--- src/rtl/next_pc_control.sv ---
// next_pc_control: next-PC sequencing (fetch, branch redirect, stall, HALT drain).
// Optional macro PERF_CNT_EN adds a saturating RedirectCount output.
module next_pc_control #(
  parameter logic [15:0] PC_STEP      = 16'd2,
  parameter logic [3:0]  HALT_OPCODE  = 4'hF,
  parameter int          DRAIN_CYCLES = 4
) (
  input  logic        clk,
  input  logic        rst,
  input  logic [15:0] PC,
  input  logic [15:0] Instr,
  input  logic        BranchTaken,
  input  logic [15:0] BranchTarget,
  input  logic        LoadUseStall,
  output logic [15:0] NewPC,
  output logic        StopPC,
  output logic        FlushIF,
  output logic        Halt
`ifdef PERF_CNT_EN
  ,
  output logic [15:0] RedirectCount
`endif
);
  typedef enum logic [1:0] {RUN, DRAIN, HALTED} state_t;
  localparam logic [3:0] CNT_INIT = 4'(DRAIN_CYCLES - 1);
  state_t state_q, state_d;
  logic [3:0] cnt_q, cnt_d;
  logic halt_q, halt_d;
  logic is_halt, redirect, hold;
  logic unused_instr;
  assign unused_instr = ^Instr[11:0];
  assign is_halt = Instr[15:12] == HALT_OPCODE;
  always_ff @(posedge clk or negedge rst)
    if (!rst) begin
      state_q <= RUN;
      cnt_q   <= '0;
      halt_q  <= 1'b0;
    end else begin
      state_q <= state_d;
      cnt_q   <= cnt_d;
      halt_q  <= halt_d;
    end
  always_comb begin
    state_d = state_q;
    cnt_d   = cnt_q;
    halt_d  = halt_q;
    case (state_q)
      RUN:
        if (!BranchTaken && !LoadUseStall && is_halt) begin
          state_d = DRAIN;
          cnt_d   = CNT_INIT;
        end
      DRAIN:
        if (BranchTaken) begin
          state_d = RUN;
          cnt_d   = '0;
        end else if (cnt_q == 4'd0) begin
          state_d = HALTED;
          halt_d  = 1'b1;
        end else begin
          cnt_d = cnt_q - 4'd1;
        end
      default: ;
    endcase
  end
  // a redirect is honoured everywhere except once halted; it overrides any hold
  always_comb begin
    redirect = BranchTaken && state_q != HALTED;
    hold     = state_q != RUN || LoadUseStall || is_halt;
    NewPC    = redirect ? BranchTarget : hold ? PC : PC + PC_STEP;
    StopPC   = !redirect && hold;
    FlushIF  = redirect;
    Halt     = halt_q;
  end
`ifdef PERF_CNT_EN
  logic [15:0] redirect_count_q, redirect_count_d;
  always_comb
    redirect_count_d = (FlushIF && ~&redirect_count_q) ? redirect_count_q + 16'd1 : redirect_count_q;
  always_ff @(posedge clk or negedge rst)
    if (!rst) redirect_count_q <= '0;
    else redirect_count_q <= redirect_count_d;
  assign RedirectCount = redirect_count_q;
`endif
endmodule

--- config.mk ---
export PLATFORM = sky130hd
export DESIGN_NAME = next_pc_control
export DESIGN_NICKNAME = d
export VERILOG_FILES = /design/src/rtl/next_pc_control.sv
export SDC_FILE = /design/constraint.sdc
export NUM_CORES = 1
export LEC_CHECK = 0
export CORE_ASPECT_RATIO = 1.2
export CORE_MARGIN = 4
export CORE_UTILIZATION = 36
export CTS_CLUSTER_SIZE = 40
export DETAILED_ROUTE_END_ITERATION = 12
export GPL_ROUTABILITY_DRIVEN = 1
export GPL_TIMING_DRIVEN = 0
export MAX_ROUTING_LAYER = met4
export PLACE_DENSITY = 0.94
export RECOVER_POWER = 50
export SLEW_MARGIN = 0
export SYNTH_ARGS = -nofsm -noshare
export SYNTH_HDL_FRONTEND = slang
export SYNTH_SLANG_ARGS = --single-unit
--- constraint.sdc ---
create_clock -name clk -period 3.65 [get_ports clk]
set_clock_uncertainty 0.05 [all_clocks]
set_input_delay 0.365 -clock clk [delete_from_list [all_inputs] [get_ports clk]]
set_output_delay 0.365 -clock clk [all_outputs]
set_load 0.02 [all_outputs]
==> impl_results.md <==
- CP startpoint kind: input pin
- Row cnt: 20
- Post-layout net count: 246
- Crit Path Category: input pin to output port
- Die area: 0.00350 mm^2
- GR Layer Usage met1: 0.182
- Busiest grt layer: met2
- Setup bufs post-CTS: 0
- Power share of the clock group: 0.191
- Minimum clock period: 3.15 ns
- Setup crit end kind: output port
- Detailed placer's ending HPWL: 2.34 mm
- Seq pwr share: 0.280
- Total gr overflow: 0
- Critical path required time: 3.23 ns
- Crit Path Max Fanout: 5
- I/O pin cnt: 71
- Clk pin slew, worst setup/hold paths: 0.05 ns
- Post-cts repair resize count: 0
- Synthesized area: around 940 um^2
- Vias in the first global route: 1094
- Cells after Synth: 129
- Final setup viols: 0
- Max-slew headroom: 0.700
- Max cap viols: 0
- DR pass1 iterations: 4
- Number of port buffers: between 50 and 60
- FF+latch count, synth: 7
- Die W: around 55 um
- Final hold vios: 0
- DR iter-0 viols: 34
- Main flop type after synthesis: dfrtp_1
- Share of cells above drive strength 1: 0.0576
- Antenna Cells: 0
- Synth warnings: 0
- Root Buffer: clkbuf_4
- Core area: around 0.0025 mm^2
- Clock latency on the worst-skew pair: ~0.24 ns
- GPL Wtd Cong: about 0.75
- Vias/cell: 5.42
- Final ANT Viol Nets: 0
- CP max stage delay: 0.55 ns
- Max Fclk: 317 MHz
- Die height: between 60 and 70 um
- Status: finished clean
- RSZ-0062 raised after global routing: no
- Max Transition Viols Final: 0
- DRC: 0
- Logic pwr share: 0.529
- Initial Utilization: 0.372
- GRT Overall Usage: 0.162
- TritonCTS clock tree: done
- Sw frac: 0.346
- Reg-to-reg critical path startpoint: cnt_q[0]
- Slowest cell on the critical path: clkdlybuf4s50_1
- GR Util met2: 0.286
- Largest delay share family, worst path: buffers and inverters
- Dpl ws: roughly 0.51 ns
- Post-synth ARST share: 1.00
- Vias: 1214
- Setup TNS: 0 ns
- Clock sink count: 7
- CP Cell Sequence: clkdlybuf4s50_1, ha_1, nand3_1, nor4b_4, a41oi_1, o31a_1, clkdlybuf4s50_1
- Tcrit/Tclk final: 0.864
- Pwr dens: 220 mW/mm^2
- Psw: 0.121 mW
- Static Leak: ~0.59 nW
- CP Data Arrival Time: 2.74 ns
- Initial antenna violation count: 0
- Largest net degree at the start of global routing: 11
- EDFF count, synth: 0
- Worst-margin pin slew: 0.449 ns
- Syn_nets: approximately 180
- Crit-path most repeated cell: clkdlybuf4s50_1
- Seq/Total Area, Yosys: 0.186
- Number of distinct library cells after synthesis: 39
- Internal power: 0.228 mW
- Drt wl/cell: between 10 and 15 um
- H-tree depth: 1
- Total Wirelength: approximately 2.8 mm
- CTS Buffer Depth: 2
- Worst setup startpoint: PC[1]
- WP buf/inv: 2
- Layout Area Growth over Synthesis: 68.9%
- Setup WS post-layout: 0.498 ns
- Maximum vdd drop: approximately 0.19 mV
- Syn_area_per_cell: 7.29 um^2
- Global-route wire length before repair: 4.36 mm
- Met3 Track Usage GR: 0.0186
- Hold Path Class: input pin to asynchronous set/reset pin
- TritonCTS buffer count: 3
- Hold_buf cts: 0
-- routing by layer --
| metal | share of wire | vias to the layer above | routed length, um |
|---|---|---|---|
| met5 | 0 | - | 0 |
| met1 | 0.40 | 558 | 1140 |
| met3 | 0.091 | 2 | 256 |
| li1 | - | 610 | - |
| met2 | 0.50 | 44 | 1400 |
| met4 | 0.0060 | 0 | 17 |
-- placed cells by master, fill, tap and decap left out, types with 2 or more instances in the layout --
cell	Yosys	final
or3_1	2	2
o21ai_0	8	8
o31a_1	4	4
and3_1	2	2
nor3_1	3	3
nor4_1	3	3
clkdlybuf4s50_1	0	53
o21a_1	2	2
clkbuf_4	0	3
nand4_1	6	6
nor2_1	13	13
xnor2_1	4	4
inv_1	5	5
clkbuf_1	4	5
o21bai_1	2	2
nor3b_1	2	2
ha_1	2	2
a32o_1	2	2
dlygate4sd3_1	0	5
nand2b_1	6	6
a21oi_1	11	11
mux2i_1	2	2
dfrtp_1	7	7
xor2_1	4	4
a31oi_1	2	2
nand2_1	11	11
nand3_1	6	6
and4_1	2	2
-- path summary, 6_finish.rpt --
check / depth (start not counted) / slack, ns / end
min: 1 / 0.39 / state_q[1]
max reg2reg: 6 / 1.97 / cnt_q[1]
min reg2reg: 1 / 0.43 / Halt
max: 7 / 0.50 / NewPC[13]
min in group clk: 1 / 0.43 / Halt
max in group asynchronous: 1 / 2.94 / cnt_q[1]
-- area by class of cell --
type                    count  area, um^2
fillers                   219         938
well taps                  33        41.3
inverters                   6        22.5
clock buffers               4        26.3
flip-flops and latches      7         175
repair buffers             58         581
multi-input cells         112         728
plain buffers               4        15.0
-- kinds of logic after synthesis --
logic type / synth area share
AO/OA/AOI/OAI: 0.267
XOR/XNOR: 0.0745
adder cells (fa/ha/maj): 0.0266
buffers and inverters: 0.0399
flip-flops: 0.186
multiplexers: 0.0332
AND/OR/NAND/NOR: 0.372
-- power by group through the flow --
stage	sequential [mW]	clock (mW)	combinational (mW)
final	0.0976	0.0667	0.184
after global routing	0.0998	0.0728	0.201
after CTS	0.0975	0.0702	0.187
after detailed placement	0.0989	0	0.187
after global placement	0.0980	0	0.183
after floorplan	0.0969	0	0.0896
-- synthesized netlist by cell type, types with 2 or more instances --
cell type	instances	share of area
a21oi_1	11	0.059
a31oi_1	2	0.013
a32o_1	2	0.021
and3_1	2	0.013
and4_1	2	0.019
clkbuf_1	4	0.016
dfrtp_1	7	0.19
ha_1	2	0.027
inv_1	5	0.020
mux2i_1	2	0.021
nand2_1	11	0.044
nand2b_1	6	0.040
nand3_1	6	0.032
nand4_1	6	0.040
nor2_1	13	0.052
nor3_1	3	0.016
nor3b_1	2	0.016
nor4_1	3	0.020
o21a_1	2	0.016
o21ai_0	8	0.043
o21bai_1	2	0.016
o31a_1	4	0.037
or3_1	2	0.013
xnor2_1	4	0.037
xor2_1	4	0.037
-- sequential cells by signal, indices dropped and copies added, names as in the netlist --
name / flops
state_q: 2
cnt_q: 4
Halt: 1
-- worst reg2reg max path, stage by stage (launching register included) --
cell and delay (ns):
dfrtp_1 0.40, inv_1 0.07, ha_1 0.18, or4b_2 0.65, nand2_1 0.11, nand2_1 0.06, o21ai_0 0.07
-- metrics by stage --
step | instance area (um^2) | total power [mW] | std cells | util | hold WS, ns
6_report | 1590 | 0.349 | 224 | 0.629 | 0.385
5_1_grt | 1590 | 0.373 | 224 | 0.629 | 0.402
4_1_cts | 1590 | 0.355 | 224 | 0.629 | 0.315
3_5_place_dp | 1560 | 0.285 | 220 | 0.618 | 0.413
3_3_place_gp | 1560 | 0.281 | 220 | 0.618 | 0.418
2_1_floorplan | 941 | 0.186 | 129 | - | 0.0194
Note: power is estimated with default switching activity, not from simulation.
